--- src/rtl/gpu_pkg.sv ---
// Shared GPU definitions: opcodes, default field widths, sequencer states.
package gpu_pkg;

   localparam int GPU_CODE_W  = 4;
   localparam int GPU_INDEX_W = 8;
   localparam int GPU_DATA_W  = 23;

   localparam logic [3:0] OP_NOP        = 4'd0;
   localparam logic [3:0] OP_SPRITE_SEL = 4'd1;
   localparam logic [3:0] OP_SPRITE_X   = 4'd2;
   localparam logic [3:0] OP_SPRITE_Y   = 4'd3;
   localparam logic [3:0] OP_SPRITE_H   = 4'd4;
   localparam logic [3:0] OP_SPRITE_W   = 4'd5;

   typedef enum logic [1:0] {
      SEQ_IDLE,
      SEQ_DELAY,
      SEQ_ISSUE,
      SEQ_DONE
   } seq_state_e;

endpackage

--- src/rtl/seq_program_ram.sv ---
// Program store: one write port, one registered read port, no reset.
module seq_program_ram #(
   parameter  int DEPTH = 16,
   parameter  int WIDTH = 35,
   localparam int AW    = $clog2(DEPTH)
) (
   input  logic             clk_i,
   input  logic             we_i,
   input  logic [AW-1:0]    waddr_i,
   input  logic [WIDTH-1:0] wdata_i,
   input  logic             re_i,
   input  logic [AW-1:0]    raddr_i,
   output logic [WIDTH-1:0] rdata_o
);

   logic [WIDTH-1:0] mem_q [DEPTH];
   logic [WIDTH-1:0] rdata_q;

   always_ff @(posedge clk_i) begin
      if (we_i) begin
         mem_q[waddr_i] <= wdata_i;
      end
      if (re_i) begin
         rdata_q <= mem_q[raddr_i];
      end
   end

   assign rdata_o = rdata_q;

endmodule

--- src/rtl/gpu_instruction_sequencer.sv ---
// Programmable GPU instruction sequencer with start delay, loop and abort.
// Optional SEQ_GAP_EN adds GapCycles: idle cycles inserted after each transfer.
module gpu_instruction_sequencer
   import gpu_pkg::*;
#(
   parameter  int CODE_W      = GPU_CODE_W,
   parameter  int INDEX_W     = GPU_INDEX_W,
   parameter  int DATA_W      = GPU_DATA_W,
   parameter  int DEPTH       = 16,
   parameter  int START_DELAY = 33,
   localparam int INSTR_W     = CODE_W + INDEX_W + DATA_W,
   localparam int ADDR_W      = $clog2(DEPTH)
) (
   input  logic               Clk,
   input  logic               Reset_n,
   input  logic               ProgWrEn,
   input  logic [ADDR_W-1:0]  ProgAddr,
   input  logic [INSTR_W-1:0] ProgData,
   input  logic [ADDR_W:0]    ProgLength,
   input  logic               Start,
   input  logic               Stop,
   input  logic               LoopEn,
`ifdef SEQ_GAP_EN
   input  logic [7:0]         GapCycles,
`endif
   output logic [INSTR_W-1:0] Instruction,
   output logic               InstrValid,
   input  logic               InstrReady,
   output logic               Busy,
   output logic               Done,
   output logic [7:0]         LoopCount
);

   localparam int LEN_W = ADDR_W + 1;
   localparam int DLY_W = (START_DELAY > 1) ? $clog2(START_DELAY) : 1;
   localparam logic [LEN_W-1:0] LEN_MAX  = LEN_W'(DEPTH);
   localparam logic [DLY_W-1:0] DLY_LOAD =
      DLY_W'((START_DELAY > 0) ? START_DELAY - 1 : 0);

   seq_state_e         state_q, state_d;
   logic [ADDR_W-1:0]  pc_q, pc_d;
   logic [DLY_W-1:0]   dly_q, dly_d;
   logic               valid_q, valid_d;
   logic [7:0]         loop_q, loop_d;
`ifdef SEQ_GAP_EN
   logic [7:0]         gap_q, gap_d;
`endif

   logic [LEN_W-1:0]   len_c;
   logic [LEN_W-1:0]   pc_cnt;
   logic               last;
   logic [ADDR_W-1:0]  pc_nxt;
   logic               xfer;
   logic               prog_we;
   logic               rd_en;
   logic [ADDR_W-1:0]  rd_addr;
   logic [INSTR_W-1:0] rd_data;

   assign len_c   = (ProgLength > LEN_MAX) ? LEN_MAX : ProgLength;
   assign pc_cnt  = {1'b0, pc_q} + LEN_W'(1);
   // >= rather than == so a length shrunk below PC mid-run still ends
   assign last    = (pc_cnt >= len_c);
   assign pc_nxt  = last ? '0 : pc_cnt[ADDR_W-1:0];
   assign xfer    = valid_q && InstrReady;
   assign prog_we = ProgWrEn &&
                    ((state_q == SEQ_IDLE) || (state_q == SEQ_DONE));

   seq_program_ram #(
      .DEPTH (DEPTH),
      .WIDTH (INSTR_W)
   ) u_ram (
      .clk_i   (Clk),
      .we_i    (prog_we),
      .waddr_i (ProgAddr),
      .wdata_i (ProgData),
      .re_i    (rd_en),
      .raddr_i (rd_addr),
      .rdata_o (rd_data)
   );

   always_comb begin
      state_d = state_q;
      pc_d    = pc_q;
      dly_d   = dly_q;
      valid_d = valid_q;
      loop_d  = loop_q;
`ifdef SEQ_GAP_EN
      gap_d   = gap_q;
`endif
      rd_en   = 1'b0;
      rd_addr = pc_q;

      unique case (state_q)
         SEQ_IDLE: begin
            if (Start) begin
               if (len_c == '0) begin
                  state_d = SEQ_DONE;
               end else begin
                  pc_d    = '0;
                  loop_d  = '0;
                  valid_d = 1'b0;
                  dly_d   = DLY_LOAD;
`ifdef SEQ_GAP_EN
                  gap_d   = '0;
`endif
                  state_d = (START_DELAY == 0) ? SEQ_ISSUE : SEQ_DELAY;
               end
            end
         end
         SEQ_DELAY: begin
            if (Stop) begin
               state_d = SEQ_IDLE;
            end else if (dly_q == '0) begin
               state_d = SEQ_ISSUE;
            end else begin
               dly_d = dly_q - DLY_W'(1);
            end
         end
         SEQ_ISSUE: begin
            if (valid_q) begin
               if (xfer) begin
                  if (last && !LoopEn) begin
                     valid_d = 1'b0;
                     state_d = SEQ_DONE;
                  end else begin
                     pc_d = pc_nxt;
                     if (last) begin
                        loop_d = loop_q + 8'd1;
                     end
`ifdef SEQ_GAP_EN
                     if (GapCycles != 8'd0) begin
                        valid_d = 1'b0;
                        gap_d   = GapCycles - 8'd1;
                     end else begin
                        rd_en   = 1'b1;
                        rd_addr = pc_nxt;
                     end
`else
                     rd_en   = 1'b1;
                     rd_addr = pc_nxt;
`endif
                  end
               end
`ifdef SEQ_GAP_EN
            end else if (gap_q != 8'd0) begin
               gap_d = gap_q - 8'd1;
`endif
            end else begin
               // idle slot: fetch the entry at PC and present it next cycle
               rd_en   = 1'b1;
               rd_addr = pc_q;
               valid_d = 1'b1;
            end
            if (Stop) begin
               valid_d = 1'b0;
               state_d = SEQ_IDLE;
            end
         end
         SEQ_DONE: begin
            state_d = SEQ_IDLE;
         end
         default: begin
            state_d = SEQ_IDLE;
         end
      endcase
   end

   always_ff @(posedge Clk or negedge Reset_n) begin
      if (!Reset_n) begin
         state_q <= SEQ_IDLE;
         pc_q    <= '0;
         dly_q   <= '0;
         valid_q <= 1'b0;
         loop_q  <= '0;
`ifdef SEQ_GAP_EN
         gap_q   <= '0;
`endif
      end else begin
         state_q <= state_d;
         pc_q    <= pc_d;
         dly_q   <= dly_d;
         valid_q <= valid_d;
         loop_q  <= loop_d;
`ifdef SEQ_GAP_EN
         gap_q   <= gap_d;
`endif
      end
   end

   assign Instruction = valid_q ? rd_data : '0;
   assign InstrValid  = valid_q;
   assign Busy        = (state_q == SEQ_DELAY) || (state_q == SEQ_ISSUE);
   assign Done        = (state_q == SEQ_DONE);
   assign LoopCount   = loop_q;

endmodule

--- config.mk ---
export PLATFORM = sky130hd
export DESIGN_NAME = gpu_instruction_sequencer
export DESIGN_NICKNAME = d
export VERILOG_FILES = /design/src/rtl/gpu_pkg.sv /design/src/rtl/seq_program_ram.sv /design/src/rtl/gpu_instruction_sequencer.sv
export SDC_FILE = /design/constraint.sdc
export NUM_CORES = 1
export LEC_CHECK = 0
export ABC_AREA = 1
export CAP_MARGIN = 10
export CELL_PAD_IN_SITES_DETAIL_PLACEMENT = 1
export CELL_PAD_IN_SITES_GLOBAL_PLACEMENT = 2
export CORE_AREA = 2 2 198 346
export DETAILED_ROUTE_END_ITERATION = 8
export DIE_AREA = 0 0 200 348
export PLACE_DENSITY = 0.82
export RECOVER_POWER = 25
export SYNTH_ARGS = -nofsm -noshare
export SYNTH_HDL_FRONTEND = slang
export SYNTH_SLANG_ARGS = --single-unit
export TNS_END_PERCENT = 50
--- constraint.sdc ---
create_clock -name Clk -period 4.7 [get_ports Clk]
set_clock_uncertainty 0.05 [all_clocks]
set_input_delay 0.94 -clock Clk [delete_from_list [all_inputs] [get_ports Clk]]
set_output_delay 0.94 -clock Clk [all_outputs]
set_load 0.02 [all_outputs]
==> run_results.csv <==
group,metric,value,unit
route,dr.pass1.iters,5,
synthesis,synth_edf_count,595,
cts,clock_latency,0.64,ns
placement,port_buffers,96,
route,via_per_inst,5.33,
route,ant_nets,0,
critical_path,cp_top_family,"simple AND/OR/NAND/NOR gates",
synthesis,synth_seq_cells,616,
cts,clk_path_buf_depth,3,
synthesis,netlist_area,0.0271,mm^2
cts,clock_sinks,616,
power,vdd_drop_max,0.298,mV
synthesis,ys_types,32,
synthesis,yosysWarnings,0,
min_path,worstHoldStart,"pc_q[3]",
floorplan,io_pins,97,
cts,cts_buffers,57,
cts,htreeDepth,2,
critical_path,cp-end-kind,"register",
cts,path_clk_slew,0.07,ns
route,vias,19000,
critical_path,reg2reg_to,"u_ram.rdata_o[20]",
critical_path,arrival,4.11,ns
synthesis,avgSynthCellArea,10.6,um^2
critical_path,required,5.04,ns
floorplan,core-area,0.0670,mm^2
critical_path,rr_startpoint,"pc_q[0]",
sta,setup_tns,0,ns
critical_path,worst-path-buf-inv,4,
run_status,status,"completed",
critical_path,cpMaxStageDelayCell,"clkdlybuf4s50_1",
power,p_total,12.6,mW
min_path,hold_path_class,"register to register",
synthesis,yosysSeqAreaShare,67.9,%
floorplan,die_y,348,um
synthesis,synth_area_leaders,"edfxtp_1, nand3_1, nand2_1",
grt,grt_max_degree,100,
layout,regArea,0.0184,mm^2
min_path,hold_path_end,"pc_q[3]",
layout,drive_gt1_share,7.16,%
critical_path,reg2reg_depth,18,
floorplan,die_w,200,um
layout,multiInputGateArea,0.00674,mm^2
flow_run,maxCapViolations,0,
synthesis,synth_cells,2559,
layout,fill_cells,7267,
layout,finalInstanceArea,0.0311,mm^2
critical_path,r2r_setup_slack,1.18,ns
synthesis,synthTopCellsByCount,"nand2_1, nand3_1, edfxtp_1",
synthesis,yosys.area.top_type,"edfxtp_1",
grt,antenna_found_initial,7,
sta,layout_min_cycle_time,3.77,ns
sta,timing.fmax,0.265,GHz
synthesis,syn-num-nets,2624,
sta,slew_viol_final,0,
layout,nets,2692,
synthesis,yosysMostFrequentCell,"nand2_1",
min_path,hold_depth,2,
synthesis,ys_async_sr_fraction,3.41,%
placement,dp_hpwl,44400,um
grt,grt_pass1_vias,20600,
power,p_per_area,404,mW/mm^2
route,dr.first_iter.drc_count,1138,
placement,gp_congestion,0.802,
route,route.detailed.drc,0,
cts,root_buffer,"clkbuf_16",
cts,cts_tree,"done",
sta,rsz0062_at_grt,"false",
sta,tightest_slew,1.07,ns
sta,finalCritPeriodShare,80.3,%
sta,finalHoldViolCount,0,
critical_path,crit_path_start_kind,"input port",
power,leakagePower,12.6,nW
floorplan,dieArea,0.0696,mm^2
critical_path,crit_type,"input port to register",
cts,post_cts_resized,0,
grt,grtUsageTotal,23.2,%
floorplan,start_util,40.5,%
critical_path,max_stage_delay,0.43,ns
grt,grt_pass1_wl,121000,um
grt,grt_remaining_overflow,0,
cts,cts_setup_buffers,0,
critical_path,cp_common_cell,"nand2_1",
sta,slew_headroom,28.2,%
synthesis,synth_ff_type,"edfxtp_1",
layout,areaGrowthSynthToFinish,14.8,%
sta,setup_viol,0,
route,wl_per_cell,22.3,um
floorplan,rows,126,
placement,dpl_cell_area,0.0293,mm^2
critical_path,cp_max_fo,28,
cts,hold_buffers,0,
critical_path,path_cells,"clkdlybuf4s50_1, nor2_1, nand2_1, inv_1, nor2_1, inv_1, nand2_1, ha_1, nand2_1, nor2_1, nand2_1, nand3_2, nand2_2, nand2_2, nand2_1, nand2_1, nand2_8, nand2_8, buf_4, nand2_1, nand3_1, nand3_1, nand3_1, nand2_1",
route,wl,79400,um
critical_path,cp.depth,24,
synthesis,synth_top_area_share,65.9,%
[placed cells by master, fill, tap and decap left out, types with 3 or more instances in the layout]
cell and n:
a21oi_1 8, buf_12 25, buf_4 36, bufinv_16 5
clkbuf_1 7, clkbuf_16 57, clkdlybuf4s50_1 72, clkinv_1 16
clkinv_2 10, dfrtp_1 20, dlygate4sd3_1 24, edfxtp_1 595
ha_1 14, inv_1 357, inv_6 3, nand2_1 680
nand3_1 621, nand3_2 21, nand4_1 3, nor2_1 26
nor2_4 16, nor3_1 5, o21ai_0 17, o21ai_4 3
xor2_1 4
[worst max path at each step]
stage	startpoint	to	slack, ns
final	ProgLength[2]	u_ram.rdata_o[21]	0.93
after global routing	ProgLength[2]	u_ram.rdata_o[21]	0.67
after CTS	ProgLength[2]	u_ram.rdata_o[21]	0.95
after detailed placement	ProgLength[2]	u_ram.rdata_o[21]	0.25
after global placement	ProgLength[2]	u_ram.rdata_o[21]	0.39
after floorplan	ProgLength[2]	u_ram.rdata_o[0]	0.46
[worst min-delay path: cells and delay by family, from the launching register on]
family / cells / cell delay (ns)
AO/OA/AOI/OAI: 1 / 0.06
flip-flops: 1 / 0.38
AND/OR/NAND/NOR: 1 / 0.06
[through the flow]
stage,std cells,hold slack (ns),utilization (%),setup WS (ns)
after detailed placement,3464,0.483,43.8,0.254
after global placement,3464,0.451,43.8,0.393
final,3566,0.495,46.5,0.928
after CTS,3565,0.502,46.4,0.948
after floorplan,2559,0.425,-,0.465
after global routing,3566,0.539,46.5,0.668
[power breakdown]
| group | internal, mW | switching [mW] |
|---|---|---|
| Sequential | 6.25 | 0.0940 |
| Combinational | 0.519 | 1.15 |
| Clock | 2.49 | 2.06 |
[per-layer routing]
metal / share of wire, % / up-vias / track usage [%]
met5: 0.054 / - / 0
met4: 3.4 / 6 / 8.06
met3: 4.0 / 169 / 2.81
met2: 53 / 456 / 43.4
met1: 40 / 9687 / 27.0
li1: - / 8676 / -
[cells by family after synthesis]
logic type      Yosys count  synth area share (%)
xor+xnor                  4                 0.129
simple gates           1384                  22.7
compound gates           33                 0.683
fa+ha+maj                14                 0.646
flops                   616                  67.9
buf+inv                 508                  7.99
[cell type report]
class,instances,share of cell area (%)
flip-flops and latches,616,59.1
multi-input cells,1435,21.6
repair buffers,157,5.56
clock buffers,64,4.67
inverters,360,4.34
well taps,896,3.60
clock inverters,37,1.07
diodes,1,0.00804
[sequential cells by signal, summed over array words and instances (netlist names)]
name and count:
InstrValid 1, LoopCount 8, dly_q 6, pc_q 4
state_q 2, u_ram.mem_q 560, u_ram.rdata_o 35
Power figures use the tool's default switching activity.
